--- config.mk ---
export PLATFORM = sky130hd
export DESIGN_NAME = conv_seq_ctrl
export DESIGN_NICKNAME = d
export VERILOG_FILES = /design/src/rtl/conv_pkg.sv /design/src/rtl/conv_idx2d.sv /design/src/rtl/conv_seq_ctrl.sv
export SDC_FILE = /design/constraint.sdc
export NUM_CORES = 1
export LEC_CHECK = 0
export CAP_MARGIN = 20
export CORE_MARGIN = 4
export CORE_UTILIZATION = 48
export CTS_CLUSTER_DIAMETER = 200
export DETAILED_ROUTE_END_ITERATION = 8
export HOLD_SLACK_MARGIN = 0.1
export PLACE_DENSITY_LB_ADDON = 0.12
export SYNTH_ARGS = -nofsm -noshare
export SYNTH_HDL_FRONTEND = slang
export SYNTH_SLANG_ARGS = --single-unit
--- constraint.sdc ---
create_clock -name clk -period 2.9 [get_ports clk]
set_input_delay 0.29 -clock clk [delete_from_list [all_inputs] [get_ports clk]]
set_output_delay 0.29 -clock clk [all_outputs]
set_load 0.02 [all_outputs]
--- src/rtl/conv_pkg.sv ---
// Shared definitions for the convolution sequencer: default widths,
// settle length, controller states and counter slot indices.
package conv_pkg;

    localparam int CONV_DATA_W     = 8;
    localparam int CONV_ACC_W      = 16;
    localparam int CONV_DIM_W      = 4;
    localparam int CONV_SETTLE_CYC = 2;

    // Slots of the 2-D counter bank inside the sequencer
    localparam int CNT_LOAD = 0;   // engine write address during loads
    localparam int CNT_WIN  = 1;   // window origin (i, j)
    localparam int CNT_TAP  = 2;   // kernel tap (k, l)
    localparam int NUM_CNT  = 3;

    typedef enum logic [2:0] {
        ST_IDLE     = 3'd0,
        ST_LOAD_IMG = 3'd1,
        ST_LOAD_KER = 3'd2,
        ST_SETTLE   = 3'd3,
        ST_COMPUTE  = 3'd4,
        ST_CAPTURE  = 3'd5,
        ST_EMIT     = 3'd6,
        ST_FINISH   = 3'd7
    } conv_state_t;

endpackage

--- src/rtl/conv_idx2d.sv ---
// Row-major 2-D index counter. Column wraps at col_max and bumps the row;
// the row wraps at row_max, so the counter returns to (0,0) after the last
// position and is ready for the next pass without an explicit clear.
module conv_idx2d #(
    parameter int DIM_W = 4
) (
    input  logic             clk,
    input  logic             rst,
    input  logic             clr,
    input  logic             en,
    input  logic [DIM_W-1:0] row_max,
    input  logic [DIM_W-1:0] col_max,
    output logic [DIM_W-1:0] row,
    output logic [DIM_W-1:0] col,
    output logic             last
);

    logic [DIM_W-1:0] row_reg;
    logic [DIM_W-1:0] col_reg;
    logic             col_wrap;
    logic             row_wrap;

    assign col_wrap = (col_reg == col_max);
    assign row_wrap = (row_reg == row_max);

    // Advance one position per enable, wrapping column then row
    always_ff @(posedge clk) begin
        if (rst || clr) begin
            row_reg <= '0;
            col_reg <= '0;
        end else if (en) begin
            if (col_wrap) begin
                col_reg <= '0;
                row_reg <= row_wrap ? '0 : row_reg + DIM_W'(1);
            end else begin
                col_reg <= col_reg + DIM_W'(1);
            end
        end
    end

    assign row  = row_reg;
    assign col  = col_reg;
    assign last = col_wrap && row_wrap;

endmodule

--- src/rtl/conv_seq_ctrl.sv ---
// Convolution job sequencer: loads image and kernel into the engine,
// walks every window and tap, captures one result per window and hands
// it out on a valid/ready stream.
module conv_seq_ctrl
    import conv_pkg::*;
#(
    parameter int DATA_W     = CONV_DATA_W,
    parameter int ACC_W      = CONV_ACC_W,
    parameter int DIM_W      = CONV_DIM_W,
    parameter int SETTLE_CYC = CONV_SETTLE_CYC
) (
    input  logic              clk,
    input  logic              rst,
    input  logic              start,
    input  logic [DIM_W-1:0]  cfg_in_row,
    input  logic [DIM_W-1:0]  cfg_in_col,
    input  logic [DIM_W-1:0]  cfg_ker_row,
    input  logic [DIM_W-1:0]  cfg_ker_col,
    input  logic [DATA_W-1:0] s_data,
    input  logic              s_valid,
    output logic              s_ready,
    output logic              eng_img_we,
    output logic              eng_ker_we,
    output logic [DATA_W-1:0] eng_wdata,
    output logic [DIM_W-1:0]  eng_wrow,
    output logic [DIM_W-1:0]  eng_wcol,
    output logic [DIM_W-1:0]  eng_win_i,
    output logic [DIM_W-1:0]  eng_win_j,
    output logic [DIM_W-1:0]  eng_tap_k,
    output logic [DIM_W-1:0]  eng_tap_l,
    output logic              eng_acc_clr,
    output logic              eng_acc_en,
    input  logic [ACC_W-1:0]  eng_result,
    output logic [ACC_W-1:0]  m_data,
    output logic              m_valid,
    input  logic              m_ready,
    output logic              busy,
    output logic              done,
    output logic              err
);

    localparam int SW = (SETTLE_CYC > 1) ? $clog2(SETTLE_CYC) : 1;

    conv_state_t state_reg, state_next;

    logic [DIM_W-1:0] in_row_reg, in_col_reg, ker_row_reg, ker_col_reg;
    logic [SW-1:0]    settle_cnt_reg;
    logic [ACC_W-1:0] m_data_reg;
    logic             err_reg;
    logic             cfg_ok;
    logic             settle_done;

    logic [NUM_CNT-1:0] cnt_clr;
    logic [NUM_CNT-1:0] cnt_en;
    logic [NUM_CNT-1:0] cnt_last;
    logic [DIM_W-1:0]   cnt_row_max [NUM_CNT];
    logic [DIM_W-1:0]   cnt_col_max [NUM_CNT];
    logic [DIM_W-1:0]   cnt_row     [NUM_CNT];
    logic [DIM_W-1:0]   cnt_col     [NUM_CNT];

    // Bounds are max indices, so "kernel fits" is a plain <= compare
    assign cfg_ok      = (cfg_ker_row <= cfg_in_row) && (cfg_ker_col <= cfg_in_col);
    assign settle_done = (settle_cnt_reg == SW'(SETTLE_CYC - 1));

    // Counter bank: load address, window origin, kernel tap
    generate
        for (genvar gi = 0; gi < NUM_CNT; gi++) begin : g_cnt
            conv_idx2d #(.DIM_W(DIM_W)) u_idx (
                .clk     (clk),
                .rst     (rst),
                .clr     (cnt_clr[gi]),
                .en      (cnt_en[gi]),
                .row_max (cnt_row_max[gi]),
                .col_max (cnt_col_max[gi]),
                .row     (cnt_row[gi]),
                .col     (cnt_col[gi]),
                .last    (cnt_last[gi])
            );
        end
    endgenerate

    // State register
    always_ff @(posedge clk) begin
        if (rst) begin
            state_reg <= ST_IDLE;
        end else begin
            state_reg <= state_next;
        end
    end

    // Latch job dimensions when a start is accepted in IDLE
    always_ff @(posedge clk) begin
        if (rst) begin
            in_row_reg  <= '0;
            in_col_reg  <= '0;
            ker_row_reg <= '0;
            ker_col_reg <= '0;
        end else if (state_reg == ST_IDLE && start) begin
            in_row_reg  <= cfg_in_row;
            in_col_reg  <= cfg_in_col;
            ker_row_reg <= cfg_ker_row;
            ker_col_reg <= cfg_ker_col;
        end
    end

    // One-cycle error pulse for a kernel that does not fit the image
    always_ff @(posedge clk) begin
        if (rst) begin
            err_reg <= 1'b0;
        end else begin
            err_reg <= (state_reg == ST_IDLE) && start && !cfg_ok;
        end
    end

    // Count cycles spent in SETTLE; held at zero elsewhere
    always_ff @(posedge clk) begin
        if (rst || state_reg != ST_SETTLE) begin
            settle_cnt_reg <= '0;
        end else begin
            settle_cnt_reg <= settle_cnt_reg + SW'(1);
        end
    end

    // Capture the engine accumulator one cycle after the last tap
    always_ff @(posedge clk) begin
        if (rst) begin
            m_data_reg <= '0;
        end else if (state_reg == ST_CAPTURE) begin
            m_data_reg <= eng_result;
        end
    end

    // Next-state, counter control and strobe decode
    always_comb begin
        state_next  = state_reg;
        s_ready     = 1'b0;
        eng_img_we  = 1'b0;
        eng_ker_we  = 1'b0;
        eng_acc_en  = 1'b0;
        eng_acc_clr = 1'b0;
        m_valid     = 1'b0;
        done        = 1'b0;
        cnt_clr     = '0;
        cnt_en      = '0;

        cnt_row_max[CNT_LOAD] = in_row_reg;
        cnt_col_max[CNT_LOAD] = in_col_reg;
        cnt_row_max[CNT_WIN]  = in_row_reg - ker_row_reg;
        cnt_col_max[CNT_WIN]  = in_col_reg - ker_col_reg;
        cnt_row_max[CNT_TAP]  = ker_row_reg;
        cnt_col_max[CNT_TAP]  = ker_col_reg;

        case (state_reg)
            ST_IDLE: begin
                cnt_clr = '1;
                if (start && cfg_ok) begin
                    state_next = ST_LOAD_IMG;
                end
            end
            ST_LOAD_IMG: begin
                s_ready          = 1'b1;
                eng_img_we       = s_valid;
                cnt_en[CNT_LOAD] = s_valid;
                if (s_valid && cnt_last[CNT_LOAD]) begin
                    state_next = ST_LOAD_KER;
                end
            end
            ST_LOAD_KER: begin
                // Load counter wrapped to (0,0) at the end of the image
                cnt_row_max[CNT_LOAD] = ker_row_reg;
                cnt_col_max[CNT_LOAD] = ker_col_reg;
                s_ready               = 1'b1;
                eng_ker_we            = s_valid;
                cnt_en[CNT_LOAD]      = s_valid;
                if (s_valid && cnt_last[CNT_LOAD]) begin
                    state_next = (SETTLE_CYC > 0) ? ST_SETTLE : ST_COMPUTE;
                end
            end
            ST_SETTLE: begin
                if (settle_done) begin
                    state_next = ST_COMPUTE;
                end
            end
            ST_COMPUTE: begin
                eng_acc_en      = 1'b1;
                eng_acc_clr     = (cnt_row[CNT_TAP] == '0) && (cnt_col[CNT_TAP] == '0);
                cnt_en[CNT_TAP] = 1'b1;
                if (cnt_last[CNT_TAP]) begin
                    state_next = ST_CAPTURE;
                end
            end
            ST_CAPTURE: begin
                state_next = ST_EMIT;
            end
            ST_EMIT: begin
                m_valid = 1'b1;
                if (m_ready) begin
                    cnt_en[CNT_WIN] = 1'b1;
                    state_next      = cnt_last[CNT_WIN] ? ST_FINISH : ST_COMPUTE;
                end
            end
            ST_FINISH: begin
                done       = 1'b1;
                state_next = ST_IDLE;
            end
            default: begin
                state_next = ST_IDLE;
            end
        endcase
    end

    // Data is only driven onto the engine bus during a write beat
    assign eng_wdata = (eng_img_we || eng_ker_we) ? s_data : '0;
    assign eng_wrow  = cnt_row[CNT_LOAD];
    assign eng_wcol  = cnt_col[CNT_LOAD];
    assign eng_win_i = cnt_row[CNT_WIN];
    assign eng_win_j = cnt_col[CNT_WIN];
    assign eng_tap_k = cnt_row[CNT_TAP];
    assign eng_tap_l = cnt_col[CNT_TAP];
    assign m_data    = m_data_reg;
    assign busy      = (state_reg != ST_IDLE);
    assign err       = err_reg;

endmodule

# Word-level counts from Yosys, hierarchy flattened
# Index checks and enable logic that the tools add are counted.
[op_classes]
add_sub_neg = 9
n_lt_le_gt_ge = 2
n_eq_ne = 20
muxes = 28
n_reduce_logical = 24
[op_table]
columns = ["operator", "count"]
rows = [
  ["$mux 4", 8],
  ["$add 4x1->4 const B", 6],
  ["$eq 4x4->1", 6],
  ["$pmux 3 s8", 1],
  ["$mux 3", 7],
  ["$eq 3x3->1 const B", 4],
  ["$mux 1", 10],
  ["$logic_and 1x1->1", 9],
  ["$le 4x4->1", 2],
  ["$logic_not 4->1", 2],
  ["$mux 8", 1],
  ["$ne 2x2->1 const B", 4],
  ["$sub 4x4->4", 2],
  ["$eq 3x2->1 const B", 2],
  ["$reduce_and 2->1", 3],
  ["$reduce_and 6->1", 1],
  ["$logic_or 1x1->1", 5],
  ["$ne 2x1->1 const B", 2],
  ["$eq 3x1->1 const B", 1],
  ["$logic_not 3->1", 1],
  ["$ne 3x2->1 const B", 1],
  ["$reduce_bool 3->1", 1],
  ["$mux 2", 1],
  ["$reduce_or 2->1", 1],
  ["other kinds (2)", 2],
]
[word_totals]
ff_bits = 61
inputBits = 45
output_inout_bits = 57

# Depth between registers and ports, before layout
# Gate-level depths: netlist (run 1).
[depth]
depth_word = 7
ltp_mapped = 11

# By module
# A second synthesis (run 1) with hierarchy kept.
[unflattened]
hier_cells = 436
area_unflattened_um2 = 3499.6
[modules_own_cells]
columns = ["module", "n_inst", "cells_per_inst", "area_per_inst_um2", "seq_area_each_um2"]
rows = [
  ["conv_seq_ctrl", 1, 274, 2062.0, 740.7],
  ["conv_idx2d", 3, 54, 479.2, 160.2],
]

# Worst setup path after synthesis (run 1)
# OpenSTA, ideal clock, no wires.
[synth_timing]
path_type = "register to register"
from = "register in_col_reg[0]"
to = "register g_cnt[1].u_idx.row_reg[2]"
arrival_time_ns = 2.150
required_ns = 2.766
path_slack_ns = 0.616
path_stages_with_launch = 11
n_path_buf = 0
path_cell_list = "dfxtp_1 inv_1 ha_1 inv_1 fa_1 xor2_1 nor3_1 nand3_1 nor2_1 a21bo_2 a21oi_1"
[synth_via]
elab_chain_cells = 3
[synth_rtl]
columns = ["item", "line", "text"]
rows = [
  ["start: declaration", "conv_seq_ctrl.sv:46", "logic [DIM_W-1:0] in_row_reg, in_col_reg, ker_row_reg, ker_col_reg;"],
  ["start signal: assignment", "conv_seq_ctrl.sv:100", "in_col_reg <= cfg_in_col;"],
  ["$sub 4x4->4", "conv_seq_ctrl.sv:149", "cnt_col_max[CNT_WIN] = in_col_reg - ker_col_reg;"],
  ["$eq 4x4->1", "conv_idx2d.sv:23", "assign col_wrap = (col_reg == col_max);"],
  ["$reduce_and 2->1 (no source line)", "--", ""],
  ["end signal: assignment", "conv_idx2d.sv:34", "row_reg <= row_wrap ? '0 : row_reg + DIM_W'(1);"],
  ["end: declaration", "conv_idx2d.sv:18", "logic [DIM_W-1:0] row_reg;"],
]
# No other way between the ends.
# A chain may end at the register's enable or synchronous reset.

# Worst setup path in the final report (run 1)
[layout_timing]
from = "register ker_col_reg[0]"
to = "register g_cnt[1].u_idx.row_reg[2]"
[layout_via]
elab_chain_cells = 3
[layout_rtl]
columns = ["item", "line", "text"]
rows = [
  ["start: declaration", "conv_seq_ctrl.sv:46", ""],
  ["start signal: assignment", "conv_seq_ctrl.sv:102", "ker_col_reg <= cfg_ker_col;"],
  ["$sub 4x4->4", "conv_seq_ctrl.sv:149", ""],
  ["$eq 4x4->1", "conv_idx2d.sv:23", ""],
  ["$reduce_and 2->1 (no source line)", "--", ""],
]
# No other way between the ends.

==> results of run 1 <==
## area by class of cell
cell class	count	area (sq um)	area share, %
multi-input combinational	340	2120	43.7
tap	99	124	2.56
clock inverter	6	63.8	1.32
timing repair buffer	108	1060	22.0
clock buffer	10	128	2.64
sequential	61	1220	25.3
inverter	32	120	2.48
## repair_timing
| item | in CTS | in global routing |
|---|---|---|
| setup endpoints to repair | 0 | 8 |
| gates resized for setup | 0 | 1 |
| hold buffers | 0 | 0 |
| hold endpoints to repair | 0 | 0 |
## metrics by stage
stage          power (mW)  worst slack (ps)
6_report             2.74               269
5_1_grt              2.92              35.0
4_1_cts              2.76               128
3_5_place_dp         2.02               302
3_3_place_gp         2.00               390
2_1_floorplan        1.67               616
## per-layer routing
layer | track usage (%) | share of wire (%) | wire length (um) | vias to the layer above
met4 | 8.06 | 1.8 | 171 | 0
met3 | 7.37 | 7.4 | 703 | 17
met2 | 36.2 | 47 | 4480 | 101
li1 | - | - | - | 1760
met5 | 0 | 0 | 0 | -
met1 | 26.7 | 43 | 4120 | 1577
## cells in the mapped netlist (3+ instances only)
master	number
sky130_fd_sc_hd__nor2_1	29
sky130_fd_sc_hd__and2_1	4
sky130_fd_sc_hd__a221oi_1	3
sky130_fd_sc_hd__clkbuf_1	18
sky130_fd_sc_hd__and3_1	10
sky130_fd_sc_hd__nor3_1	11
sky130_fd_sc_hd__ha_1	22
sky130_fd_sc_hd__nand2b_1	7
sky130_fd_sc_hd__mux2i_1	8
sky130_fd_sc_hd__nand3_1	10
sky130_fd_sc_hd__xor2_1	6
sky130_fd_sc_hd__nand2_1	86
sky130_fd_sc_hd__a31oi_1	4
sky130_fd_sc_hd__nor2b_1	5
sky130_fd_sc_hd__nand4_1	5
sky130_fd_sc_hd__nand3b_1	6
sky130_fd_sc_hd__a21oi_1	50
sky130_fd_sc_hd__dfxtp_1	61
sky130_fd_sc_hd__inv_1	32
sky130_fd_sc_hd__xnor2_1	19
sky130_fd_sc_hd__a211oi_1	3
sky130_fd_sc_hd__o21ai_0	13
sky130_fd_sc_hd__nor3b_1	4
## kinds of logic (layout without fill, tap and decap cells)
| group | Yosys count | count (layout) |
|---|---|---|
| muxes | 8 | 8 |
| buffers and inverters | 51 | 156 |
| AOI/OAI and AO/OA | 93 | 93 |
| and+or+nand+nor | 190 | 190 |
| DFF | 61 | 61 |
| xor gates and xnor gates | 25 | 25 |
| adders and majority gates | 24 | 24 |
## final timing paths
path | startpoint | endpoint | depth (start not counted)
max | ker_col_reg[0]$_SDFFE_PP0P_ | g_cnt[1].u_idx.row[2]$_SDFFE_PP0P_ | 10
min | settle_cnt_reg$_SDFF_PP0_ | settle_cnt_reg$_SDFF_PP0_ | 1
max reg2reg | ker_col_reg[0]$_SDFFE_PP0P_ | g_cnt[1].u_idx.row[2]$_SDFFE_PP0P_ | 10
min reg2reg | settle_cnt_reg$_SDFF_PP0_ | settle_cnt_reg$_SDFF_PP0_ | 1
## worst max-delay path, delay by kind of cell (launching register included)
| family | cells | cell delay (ps) |
|---|---|---|
| simple gates | 3 | 930 |
| buf+inv | 1 | 50 |
| fa+ha+maj | 2 | 570 |
| xor+xnor | 2 | 300 |
| compound gates | 2 | 240 |
| flops | 1 | 410 |
## power by group through the flow
stage | Combinational, mW | Clock, mW | Sequential, mW
finish | 1.02 | 0.743 | 0.981
global route | 1.13 | 0.792 | 0.994
CTS | 1.02 | 0.759 | 0.979
detailed placement | 1.02 | 0 | 0.998
global placement | 1.00 | 0 | 0.996
floorplan | 0.702 | 0 | 0.967
==> key figures, run 1 <==
Drt
  • Number of remaining DRC errors: 0
  • Final ANT Viol Nets: 0
  • Final routed wire length divided by cell count: 14.4 um
  • Post-detailed-route via-to-cell ratio: 5.27
  • Iteration count of the initial detailed-routing pass: 4
  • Via count of the routed design: 3455
  • Sum of routed wire length over all layers: 9480 um
  • Violation count after the first detailed-routing iteration: 157

Synth
  • Count of flip-flops with a built-in enable after synthesis: 0
  • Total nets after synthesis: 521
  • Basic-gate share of the synthesized area counting and, or, nand and nor cells: 26.3%
  • Post-synthesis average cell area: 7.82 sq um
  • Share of the synthesized area in the top cell type: 34.5%
  • Netlist area before placement: 3540 sq um
  • Top FF cell, synth: sky130_fd_sc_hd__dfxtp_1
  • Yosys warning count: 0
  • Xor and xnor fraction of the mapped netlist area: 6.19%
  • Largest area contributor in the synthesized netlist: sky130_fd_sc_hd__dfxtp_1
  • Synth Area in Adders: 8.92%
  • Sequential area share after synthesis: 34.5%
  • Proportion of synthesized area in mux cells: 2.26%
  • Fraction of the mapped netlist area in compound gates: 16.1%
  • Proportion of synthesized flip-flops having asynchronous set or reset: 0%
  • Largest family of logic cells by synthesized area: simple AND/OR/NAND/NOR gates
  • Distinct cells, synth: 50
  • Syn Inst Count: 452
  • Largest cells by area after synthesis: sky130_fd_sc_hd__dfxtp_1 35%, sky130_fd_sc_hd__nand2_1 9.1%, sky130_fd_sc_hd__ha_1 7.8%, sky130_fd_sc_hd__a21oi_1 7.1%, sky130_fd_sc_hd__xnor2_1 4.7%
  • Number of storage elements in the synthesis netlist: 61

Clock tree
  • CTS Root Buffer Type: sky130_fd_sc_hd__clkbuf_8
  • Insertion delay of the later-clocked pin in the worst-skew pair: 340 ps
  • H-Tree Level Count: 3
  • Number of buffers between clock root and the deepest sink: 2
  • TritonCTS clock tree: done
  • Clock sink count: 61
  • Num CTS Buffers: 9
  • Post-CTS Setup Inserts: 0
  • Clock slew seen by the registers of the worst setup and hold paths: 70 ps

Placed design
  • Number of placed instances with taps included: 640
  • Placed cell area: 4640 sq um
  • Final Wtd Congestion: 0.870
  • Total half-perimeter wirelength after legalization and detailed placement: 7420 um
  • Number of buffers inserted by port buffering: 101

Global route
  • All-layer global routing usage: 22.0%
  • Wire length of the first global-routing pass: 15600 um
  • Grt ovf: 0
  • Largest net degree at the start of global routing: 18
  • Number of global-route vias before repair: 3350
  • Initial antenna violation count: 0

Final layout
  • Fin nets: 621
  • Final design area excluding fillers: 4840 sq um
  • Leading cell types in the layout, fill and taps excluded: 101 x sky130_fd_sc_hd__clkdlybuf4s50_1, 86 x sky130_fd_sc_hd__nand2_1, 60 x sky130_fd_sc_hd__dfxtp_1
  • Final core utilization: 67.0%
  • Final non-filler cell total: 656
  • Leading cell type in the layout, fill and taps excluded: sky130_fd_sc_hd__clkdlybuf4s50_1
  • Number of flip-flops under the largest register name: 16
  • Share of final-layout standard cells stronger than drive strength 1: 5.39%
  • Antenna Diode Count: 0
  • Area growth syn-to-layout: 36.8%
  • Final-layout fill cell count: 644

Setup path
  • Cell at the slowest stage of the critical path: sky130_fd_sc_hd__dfxtp_1
  • Maximum single-stage delay on the critical path: 410 ps
  • Critical path class: reg2reg
  • CP arrival: 2850 ps
  • Setup slack, reg-to-reg: 270 ps
  • Kind of launch point of the worst setup path: register
  • Capturing element type of the critical path: register
  • Crit path required time: 3110 ps
  • Highest net fanout along the worst path: 7
  • Most common cell on crit path: sky130_fd_sc_hd__xnor2_1
  • Crit-path cells: ha_1, inv_1, fa_1, xnor2_1, xnor2_1, nor3_1, nand3_1, nor2_1, a21bo_2, a21oi_1

Die
  • Overall die height: 93.8 um
  • Placement row count: 31
  • Effective utilization at floorplan: 49.0%
  • # IOs: 102
  • Die width: 93.8 um
  • Full die area: 8800 sq um
  • Area of the core region: 7210 sq um

STA
  • Setup repair after global routing missed its margin: no
  • Final hold slack: 446 ps
  • Worst Max-Slew Pin Slew: 592 ps
  • Slew Limit Headroom: 60.4%
  • Max frequency: 0.380 GHz
  • Final Slew Violations: 0
  • Final setup viols: 0
  • Setup skew after layout: 4.78 ps
  • Clock period minus final worst setup slack: 2630 ps
  • Setup TNS: 0 ps
  • Number of failing hold endpoints at the final stage: 0
  • Share of the cycle needed by the critical path after routing: 90.7%

Run status
  • Outcome: completed

Power
  • Static leakage: 1.84 nW
  • Internal portion of total power: 1.74 mW
  • Sequential share of power: 35.7%
  • Share of total power in the clock network: 27.1%
  • P per Cell Area: 567 nW/um^2
  • Switching power total: 1.00 mW
  • Switch share: 36.6%
  • Logic pwr share: 37.2%
  • Worst VDD drop: 0.315 mV

Worst hold path
  • Kind of path behind the tightest hold check: reg2reg

Job
  • Number of max-capacitance violations reported: 0
Power figures use the tool's default switching activity.
==> inputs of run 2 (changes only) <==
CORE_ASPECT_RATIO = 1.5   (was unset)
==> key figures, run 2 (synthesized netlist as in run 1, its figures left out) <==
Run status
  • Outcome: completed

Drt
  • Final ANT Viol Nets: 0
  • Final routed wire length divided by cell count: 14.8 um
  • Iteration count of the initial detailed-routing pass: 5
  • Violation count after the first detailed-routing iteration: 173
  • Number of remaining DRC errors: 0
  • Sum of routed wire length over all layers: 9710 um
  • Post-detailed-route via-to-cell ratio: 5.32
  • Via count of the routed design: 3492

Power
  • Static leakage: 1.85 nW
  • Worst VDD drop: 0.448 mV
  • P per Cell Area: 577 nW/um^2

Clock tree
  • Post-CTS Setup Inserts: 0
  • Number of buffers between clock root and the deepest sink: 2
  • Cells resized by post-CTS repair: 0
  • H-Tree Level Count: 3
  • Hold buffer count at cts: 0
  • TritonCTS clock tree: done
  • Num CTS Buffers: 9
  • Clock slew seen by the registers of the worst setup and hold paths: 70 ps
  • Clock sink count: 61
  • Insertion delay of the later-clocked pin in the worst-skew pair: 340 ps
  • CTS Root Buffer Type: sky130_fd_sc_hd__clkbuf_8

STA
  • Slew Limit Headroom: 57.6%
  • Number of failing hold endpoints at the final stage: 0
  • Final hold slack: 450 ps
  • Max frequency: 0.384 GHz
  • Final Slew Violations: 0
  • Worst Max-Slew Pin Slew: 635 ps
  • Setup slack after layout: 294 ps
  • Share of the cycle needed by the critical path after routing: 89.9%
  • Clock period minus final worst setup slack: 2610 ps
  • Setup skew after layout: 6.37 ps
  • Setup repair after global routing missed its margin: no
  • Final setup viols: 0
  • Setup TNS: 0 ps

Job
  • Number of max-capacitance violations reported: 0

Setup path
  • Startpoint of the most critical register-to-register path: ker_col_reg[0]$_SDFFE_PP0P_
  • Capturing element type of the critical path: register
  • Critical path class: reg2reg
  • Setup crit start: ker_col_reg[0]$_SDFFE_PP0P_
  • Kind of launch point of the worst setup path: register
  • Crit path required time: 3120 ps
  • Cell count of the worst reg-to-reg path: 10
  • R2R Path End: g_cnt[1].u_idx.row[2]$_SDFFE_PP0P_
  • Setup slack, reg-to-reg: 290 ps
  • CP arrival: 2830 ps
  • Highest net fanout along the worst path: 7

Final layout
  • Final-layout fill cell count: 639
  • Leading cell type in the layout, fill and taps excluded: sky130_fd_sc_hd__clkdlybuf4s50_1
  • Area growth syn-to-layout: 37.2%
  • Share of final-layout standard cells stronger than drive strength 1: 5.04%
  • Final non-filler cell total: 656
  • Antenna Diode Count: 0
  • Number of flip-flops under the largest register name: 16
  • Leading cell types in the layout, fill and taps excluded: 101 x sky130_fd_sc_hd__clkdlybuf4s50_1, 86 x sky130_fd_sc_hd__nand2_1, 61 x sky130_fd_sc_hd__dfxtp_1
  • Footprint of the multi-input gates: 2120 sq um
  • Reg area: 1220 sq um
  • Fin nets: 620

Die
  • Overall die height: 113 um
  • Die width: 78.1 um
  • # IOs: 102
  • Full die area: 8830 sq um
  • Area of the core region: 7230 sq um
  • Effective utilization at floorplan: 48.9%
  • Placement row count: 38

Worst hold path
  • Kind of path behind the tightest hold check: reg2reg
  • Startpoint of the tightest hold check path: settle_cnt_reg$_SDFF_PP0_
  • Worst Hold Endpoint: settle_cnt_reg$_SDFF_PP0_
  • Hold path cells: 1

Placed design
  • Final Wtd Congestion: 0.929
  • Total half-perimeter wirelength after legalization and detailed placement: 7670 um
  • Worst-case setup slack after placement: 314 ps
  • Number of placed instances with taps included: 640
  • Number of buffers inserted by port buffering: 101

Global route
  • Largest net degree at the start of global routing: 39
  • Initial antenna violation count: 0
  • Grt ovf: 0
  • Number of global-route vias before repair: 3557
  • Wire length of the first global-routing pass: 16100 um
  • All-layer global routing usage: 23.0%
## run 2: where the power goes
group	internal, mW	total, mW	switching, mW
registers	0.889	0.967	0.0777
clock network	0.466	0.799	0.333
logic	0.453	1.03	0.578
## run 2: how the worst max path moves through the flow
stage,cells after the start,to
floorplan,10,g_cnt[1].u_idx.row[2]$_SDFFE_PP0P_
global placement,7,state_reg[1]$_SDFFE_PP0P_
detailed placement,10,g_cnt[1].u_idx.row[2]$_SDFFE_PP0P_
CTS,10,g_cnt[1].u_idx.row[2]$_SDFFE_PP0P_
global route,10,g_cnt[1].u_idx.row[0]$_SDFFE_PP0P_
finish,10,g_cnt[1].u_idx.row[2]$_SDFFE_PP0P_
## run 2: critical path, cell delays in order (launching register included)
cell	delay, ps
sky130_fd_sc_hd__dfxtp_1	420
sky130_fd_sc_hd__ha_1	200
sky130_fd_sc_hd__inv_1	60
sky130_fd_sc_hd__fa_1	370
sky130_fd_sc_hd__xnor2_1	210
sky130_fd_sc_hd__xnor2_1	90
sky130_fd_sc_hd__nor3_1	240
sky130_fd_sc_hd__nand3_1	280
sky130_fd_sc_hd__nor2_1	360
sky130_fd_sc_hd__a21bo_2	190
sky130_fd_sc_hd__a21oi_1	50
## run 2: area by class of cell
class | count | share of cell area [%]
Clock inverter | 3 | 0.877
Inverter | 32 | 2.48
Tap cell | 100 | 2.58
Sequential cell | 61 | 25.2
Multi-Input combinational cell | 340 | 43.6
Timing Repair Buffer | 107 | 21.8
Clock buffer | 13 | 3.48
## run 2: layer usage
layer	wire (um)	share of wire [%]	vias up	track usage, %
met2	4830	50	114	41.1
met4	425	4.4	0	12.6
met5	0	0	-	0
met1	3790	39	1595	23.3
li1	-	-	1754	-
met3	668	6.9	29	7.64
## run 2: metrics by stage
stage          util (%)  cell area [sq um]  total power [mW]
5_1_grt            67.1               4850              2.99
3_5_place_dp       64.2               4640              2.01
6_report           67.1               4850              2.80
4_1_cts            67.1               4850              2.82
2_1_floorplan         -               3540              1.67
3_3_place_gp       64.2               4640              2.00
